===== src/rtl/redmule_tile_pkg.sv =====
// rtl/redmule_tile_pkg.sv - shared types and default parameters for the RedMulE tile control stage
package redmule_tile_pkg;

    localparam int unsigned STABLE_CYCLES_DEF = 16;
    localparam int unsigned EVT_CNT_W_DEF     = 4;
    localparam int unsigned WDOG_CYCLES_DEF   = 1024;
    localparam int unsigned N_IRQ_DEF         = 32;

    typedef enum logic [2:0] {
        IDLE   = 3'd0,
        PWR_UP = 3'd1,
        RUN    = 3'd2,
        SLEEP  = 3'd3,
        DRAIN  = 3'd4,
        COOL   = 3'd5
    } ctrl_state_e;

endpackage


===== src/rtl/redmule_irq_latch.sv =====
// rtl/redmule_irq_latch.sv - sticky interrupt pending bits with mask and write-1-to-clear
module redmule_irq_latch
    import redmule_tile_pkg::*;
#(
    parameter int unsigned N_IRQ = N_IRQ_DEF
) (
    input  logic             i_clk,
    input  logic             i_rst,
    input  logic             i_flush,
    input  logic [N_IRQ-1:0] i_src,
    input  logic [N_IRQ-1:0] i_mask,
    input  logic [N_IRQ-1:0] i_clr,
    output logic [N_IRQ-1:0] o_irq
);

    logic [N_IRQ-1:0] r_pending;
    logic [N_IRQ-1:0] r_irq;

    // Pending bits: clear first, then OR in sources so a same-cycle set wins.
    always_ff @(posedge i_clk) begin
        if (i_rst || i_flush) begin
            r_pending <= '0;
        end else begin
            r_pending <= (r_pending & ~i_clr) | i_src;
        end
    end

    // Masked view registered one cycle behind the pending bits.
    always_ff @(posedge i_clk) begin
        if (i_rst) begin
            r_irq <= '0;
        end else begin
            r_irq <= r_pending & i_mask;
        end
    end

    assign o_irq = r_irq;

endmodule


===== src/rtl/redmule_tile_ctrl.sv =====
// rtl/redmule_tile_ctrl.sv - tile power/boot/sleep sequencer; optional drain watchdog via REDMULE_TILE_CTRL_WDOG_EN
module redmule_tile_ctrl
    import redmule_tile_pkg::*;
#(
    parameter int unsigned STABLE_CYCLES = STABLE_CYCLES_DEF,
    parameter int unsigned EVT_CNT_W     = EVT_CNT_W_DEF,
    parameter int unsigned N_IRQ         = N_IRQ_DEF,
    parameter int unsigned WDOG_CYCLES   = WDOG_CYCLES_DEF
) (
    input  logic             clk_i,
    input  logic             rst_i,
    input  logic             start_i,
    input  logic             stop_i,
    input  logic [31:0]      boot_addr_cfg_i,
    input  logic [31:0]      hartid_cfg_i,
    input  logic             event_i,
    input  logic             core_sleep_i,
    input  logic [N_IRQ-1:0] irq_src_i,
    input  logic [N_IRQ-1:0] irq_mask_i,
    input  logic [N_IRQ-1:0] irq_clr_i,
    output logic             tile_enable_o,
    output logic             fetch_enable_o,
    output logic [31:0]      boot_addr_o,
    output logic [31:0]      mhartid_o,
    output logic             wu_wfe_o,
    output logic [N_IRQ-1:0] irq_o,
    output logic             busy_o,
    output logic [2:0]       state_o,
    output logic             err_o
);

    // One counter serves power-up, cool-down and the drain watchdog.
    localparam int unsigned CNT_MAX = (STABLE_CYCLES > WDOG_CYCLES) ? STABLE_CYCLES : WDOG_CYCLES;
    localparam int unsigned CNT_W   = $clog2(CNT_MAX + 1);
    localparam logic [CNT_W-1:0] STABLE_LAST = CNT_W'(STABLE_CYCLES - 1);
`ifdef REDMULE_TILE_CTRL_WDOG_EN
    localparam logic [CNT_W-1:0] WDOG_LAST = CNT_W'(WDOG_CYCLES - 1);
`endif

    ctrl_state_e          r_state, w_state_nxt;
    logic [CNT_W-1:0]     r_cnt, w_cnt_nxt;
    logic [EVT_CNT_W-1:0] r_evt, w_evt_nxt;
    logic                 r_tile_en, w_tile_en_nxt;
    logic                 r_fetch_en, w_fetch_en_nxt;
    logic                 r_wfe, w_wfe_nxt;
    logic                 r_busy;
    logic                 r_err, w_err_nxt;
    logic [31:0]          r_boot_addr, r_hartid;
    logic                 w_capture;
    logic                 w_dec;

    // Next-state and next-output decode for the sequencer.
    always_comb begin
        w_state_nxt    = r_state;
        w_cnt_nxt      = r_cnt;
        w_tile_en_nxt  = r_tile_en;
        w_fetch_en_nxt = r_fetch_en;
        w_wfe_nxt      = 1'b0;
        w_err_nxt      = r_err;
        w_capture      = 1'b0;
        w_dec          = 1'b0;
        case (r_state)
            IDLE: begin
                if (start_i) begin
                    w_capture     = 1'b1;
                    w_tile_en_nxt = 1'b1;
                    w_cnt_nxt     = '0;
                    w_err_nxt     = 1'b0;
                    w_state_nxt   = PWR_UP;
                end
            end
            PWR_UP: begin
                if (stop_i) begin
                    w_cnt_nxt   = '0;
                    w_state_nxt = COOL;
                end else if (r_cnt == STABLE_LAST) begin
                    w_fetch_en_nxt = 1'b1;
                    w_state_nxt    = RUN;
                end else begin
                    w_cnt_nxt = r_cnt + CNT_W'(1);
                end
            end
            RUN: begin
                if (stop_i) begin
                    w_fetch_en_nxt = 1'b0;
                    w_cnt_nxt      = '0;
                    w_state_nxt    = DRAIN;
                end else if (core_sleep_i) begin
                    w_state_nxt = SLEEP;
                end
            end
            SLEEP: begin
                if (stop_i) begin
                    w_fetch_en_nxt = 1'b0;
                    w_cnt_nxt      = '0;
                    w_state_nxt    = DRAIN;
                end else if (r_evt != '0) begin
                    w_wfe_nxt   = 1'b1;
                    w_dec       = 1'b1;
                    w_state_nxt = RUN;
                end else if (!core_sleep_i) begin
                    w_state_nxt = RUN;
                end
            end
            DRAIN: begin
                w_fetch_en_nxt = 1'b0;
                if (core_sleep_i) begin
                    w_cnt_nxt   = '0;
                    w_state_nxt = COOL;
                end
`ifdef REDMULE_TILE_CTRL_WDOG_EN
                else if (r_cnt == WDOG_LAST) begin
                    w_cnt_nxt   = '0;
                    w_err_nxt   = 1'b1;
                    w_state_nxt = COOL;
                end else begin
                    w_cnt_nxt = r_cnt + CNT_W'(1);
                end
`endif
            end
            COOL: begin
                if (r_cnt == STABLE_LAST) begin
                    w_tile_en_nxt = 1'b0;
                    w_state_nxt   = IDLE;
                end else begin
                    w_cnt_nxt = r_cnt + CNT_W'(1);
                end
            end
            default: begin
                w_tile_en_nxt  = 1'b0;
                w_fetch_en_nxt = 1'b0;
                w_state_nxt    = IDLE;
            end
        endcase
    end

    // Pending wake events: saturating, a coincident event and wake cancel out.
    always_comb begin
        w_evt_nxt = r_evt;
        if (r_state == IDLE || w_state_nxt == IDLE) begin
            w_evt_nxt = '0;
        end else if (event_i && !w_dec) begin
            if (!(&r_evt)) begin
                w_evt_nxt = r_evt + EVT_CNT_W'(1);
            end
        end else if (!event_i && w_dec) begin
            w_evt_nxt = r_evt - EVT_CNT_W'(1);
        end
    end

    // State, counters and all registered outputs.
    always_ff @(posedge clk_i) begin
        if (rst_i) begin
            r_state     <= IDLE;
            r_cnt       <= '0;
            r_evt       <= '0;
            r_tile_en   <= 1'b0;
            r_fetch_en  <= 1'b0;
            r_wfe       <= 1'b0;
            r_busy      <= 1'b0;
            r_err       <= 1'b0;
            r_boot_addr <= '0;
            r_hartid    <= '0;
        end else begin
            r_state    <= w_state_nxt;
            r_cnt      <= w_cnt_nxt;
            r_evt      <= w_evt_nxt;
            r_tile_en  <= w_tile_en_nxt;
            r_fetch_en <= w_fetch_en_nxt;
            r_wfe      <= w_wfe_nxt;
            r_busy     <= (w_state_nxt != IDLE);
            r_err      <= w_err_nxt;
            if (w_capture) begin
                r_boot_addr <= boot_addr_cfg_i;
                r_hartid    <= hartid_cfg_i;
            end
        end
    end

    redmule_irq_latch #(
        .N_IRQ (N_IRQ)
    ) u_irq_latch (
        .i_clk   (clk_i),
        .i_rst   (rst_i),
        .i_flush (r_state == IDLE),
        .i_src   (irq_src_i),
        .i_mask  (irq_mask_i),
        .i_clr   (irq_clr_i),
        .o_irq   (irq_o)
    );

    assign tile_enable_o  = r_tile_en;
    assign fetch_enable_o = r_fetch_en;
    assign boot_addr_o    = r_boot_addr;
    assign mhartid_o      = r_hartid;
    assign wu_wfe_o       = r_wfe;
    assign busy_o         = r_busy;
    assign state_o        = r_state;
    assign err_o          = r_err;

endmodule


===== config.mk =====
export PLATFORM = sky130hd
export DESIGN_NAME = redmule_tile_ctrl
export DESIGN_NICKNAME = d
export VERILOG_FILES = /design/src/rtl/redmule_tile_pkg.sv /design/src/rtl/redmule_irq_latch.sv /design/src/rtl/redmule_tile_ctrl.sv
export SDC_FILE = /design/constraint.sdc
export NUM_CORES = 1
export LEC_CHECK = 0
export ABC_AREA = 1
export BUFFER_PORTS_ARGS = -buffer_cell sky130_fd_sc_hd__buf_2
export CORE_MARGIN = 2
export CORE_UTILIZATION = 50
export CTS_BUF_LIST = sky130_fd_sc_hd__clkbuf_4
export CTS_CLUSTER_DIAMETER = 50
export DETAILED_ROUTE_END_ITERATION = 6
export GPL_ROUTABILITY_DRIVEN = 0
export PLACE_DENSITY = 0.86
export SYNTH_ARGS = -nofsm -noshare
export SYNTH_HDL_FRONTEND = slang
export SYNTH_SLANG_ARGS = --single-unit

===== constraint.sdc =====
create_clock -name clk_i -period 4.5 [get_ports clk_i]
set_clock_uncertainty 0.15 [all_clocks]
set_input_delay 0.225 -clock clk_i [delete_from_list [all_inputs] [get_ports clk_i]]
set_output_delay 0.225 -clock clk_i [all_outputs]
set_load 0.05 [all_outputs]

==> flow_summary.yaml <==
sta:
  fin_crit_sh_pct: 60.8
  min_period_ns: 2.74
  slew_viol_final: 0
  tns_ns: 0
  rsz0062_at_grt: "false"
  slew_headroom_pct: 19.1
  fmax_mhz: 365
  tightest_slew_ns: 1.21
  hold_violations: 0
  finalSetupViolations: 0
worst_setup_path:
  slowest_stage: "nand3_4"
  end_kind: "flop"
  rr_startpoint: "state_o[1]"
  path_class: "flop to flop"
  startpoint: "state_o[1]"
  crit_chain: "nor2_2 > nand3_4 > o21ai_0 > a21oi_1"
  cp_max_fo: 130
  arrival_ns: 3.02
  cp_top_family: "simple AND/OR/NAND/NOR gates"
  slowest_delay_ns: 0.90
  startpoint_type: "flop"
  worstPathRequired_ns: 4.79
  cp_num_buf_inv: 0
synthesis:
  synth-seq-cells: 150
  syn-cell-area_mm2: 0.00551
  syn-num-nets: 878
  syn_area_per_cell_um2: 7.79
  ys_seq_area_share_pct: 54.5
  synthCells: 708
  ys_warn_count: 0
  ys_types: 30
routing:
  route.vias.total: 6907
  vias_per_cell: 5.36
  routed_wl_mm: 24.4
  ant_nets: 0
  wl_per_cell_um: 18.9
  post-route-drc-count: 0
  drtIter0Drc: 738
  drt_first_pass_iters: 7
cts:
  cts_hold_buffers: 163
  postCtsSetupBuffers: 0
  cts_buffer_depth: 2
  cts_resized: 0
  ctsRootBufferMaster: "clkbuf_4"
  insertion_delay_ns: 0.59
  cts_buffers: 17
  cts_sinks: 150
  ctsHtreeMaxLevel: 4
  cts_tree: "built"
  cts.clk_slew.worst_paths_ns: 0.14
placement:
  io_buffers: 268
  dp_hpwl_mm: 10.7
floorplanning:
  die_h_um: 109
  die_area_mm2: 0.0119
  coreArea_mm2: 0.0108
  start_util_pct: 51.1
  top_level_ports: 270
  die_x_um: 109
  num_rows: 38
hold_path:
  hp-start: "rst_i"
  hold_class: "primary input to flop"
final_layout:
  area_growth_pct: 61.4
  fin_util_pct: 82.4
  drive_above_1_share_pct: 27.8
  nNetsFinal: 1301
global_routing:
  track_usage_pct: 41.0
  grt_pass1_vias: 7155
  grt_max_degree: 131
  grt_pass1_wl_mm: 36.4
  grt_overflow: 0
  antenna_found_initial: 3
pwr:
  p_leak_nw: 4.37
  power-per-cell-area_mw_per_mm2: 401
  ir_worst_vdd_v: 0.000315
outcome:
  outcome: "finished clean"
flow_run:
  maxCapViolCount: 0
[per-stage QoR]
| stage | worst slack [ns] | power [W] | hold WS, ns | instances | cell area [um^2] |
|---|---|---|---|---|---|
| floorplan | 2.19 | 0.00217 | 0.196 | 708 | 5510 |
| global placement | 2.18 | 0.00238 | 0.265 | 1089 | 6930 |
| detailed placement | 2.07 | 0.00240 | 0.269 | 1089 | 6930 |
| CTS | 1.99 | 0.00344 | 0.0134 | 1284 | 8890 |
| global route | 1.61 | 0.00369 | 0.0194 | 1287 | 8890 |
| finish | 1.76 | 0.00357 | 0.0302 | 1289 | 8900 |
[worst register-to-register path: cells and delay by family, from the launching register on]
kind	cells	cell delay, ns
DFF	1	0.40
AOI/OAI and AO/OA	2	0.89
and+or+nand+nor	2	1.15
[layout make-up]
type / instances / area (um^2)
antenna: 5 / 12.5
inverter: 122 / 458
tap: 140 / 175
sequential: 150 / 3000
clock inverter: 13 / 179
clock buffer: 19 / 143
timing repair buffer: 434 / 3000
fill: 542 / 1890
multi-input combinational: 406 / 1930
[flip-flops by register name, indices dropped and copies added, names as in the netlist]
register,flops
boot_addr_o,32
busy_o,1
fetch_enable_o,1
mhartid_o,32
r_cnt,11
r_evt,4
state_o,3
tile_enable_o,1
u_irq_latch.o_irq,32
u_irq_latch.r_pending,32
wu_wfe_o,1
[routing by layer]
layer / up-vias / share of wire [%] / GRT usage (%)
met5: - / 0 / 0
met4: 0 / 7.9 / 32.1
met3: 194 / 10 / 15.2
met2: 577 / 48 / 68.5
met1: 3062 / 33 / 40.9
li1: 3074 / - / -
[cells in the mapped netlist, drive strengths merged]
cell    count  area (um^2)
clkbuf     18         67.6
o21ai      73          365
buf        12         63.8
o21bai      1         7.51
ha          3         37.5
nor3        4         20.0
inv       122          458
nand4       7         43.8
nand3      17         90.1
conb        1         3.75
nor2      104          420
nand3b      1         7.51
dfxtp     150         3000
xnor2       2         17.5
nand2      81          317
fa          1         20.0
nor3b       1         7.51
xor2        2         17.5
a31oi       1         6.26
a21oi     105          526
a211oi      1         7.51
or2         1         6.26
[cells by family after synthesis]
| logic type | share of synthesized area (%) |
|---|---|
| flip-flops | 54.5 |
| AND/OR/NAND/NOR | 16.5 |
| XOR/XNOR | 0.636 |
| AO/OA/AOI/OAI | 16.5 |
| other | 0.0680 |
| adder cells (fa/ha/maj) | 1.04 |
| buffers and inverters | 10.7 |
[placed cells by master, fill, tap and decap left out, types with 2 or more instances in the layout]
master	count
inv_2	2
diode_2	5
nor2_4	3
clkinv_2	3
ha_1	3
nand2_1	76
nand2_2	5
bufinv_16	4
inv_6	2
nand4_1	7
o21ai_0	70
nor3_1	4
o21ai_1	3
dlygate4sd3_1	163
clkinvlp_4	3
dfxtp_1	150
nand3_1	15
inv_1	120
clkbuf_4	19
nor2_2	3
buf_2	268
nor2_1	98
buf_4	3
xnor2_1	2
a21oi_1	105
xor2_1	2
[final timing paths]
check                     endpoint  slack (ns)  cells past startpoint
max                  mhartid_o[27]        1.76                      4
min          u_irq_latch.o_irq[10]        0.03                      3
max reg2reg          mhartid_o[27]        1.76                      4
min reg2reg   u_irq_latch.o_irq[6]        0.30                      2
[power by group]
group	leakage, nW	switching [W]	total [W]	internal, W
Clock	0.167	0.000526	0.000977	0.000451
Combinational	2.98	0.000714	0.00104	0.000322
Sequential	1.23	0.0000940	0.00156	0.00146
Total	4.37	0.00133	0.00357	0.00223
Power figures use the tool's default switching activity.
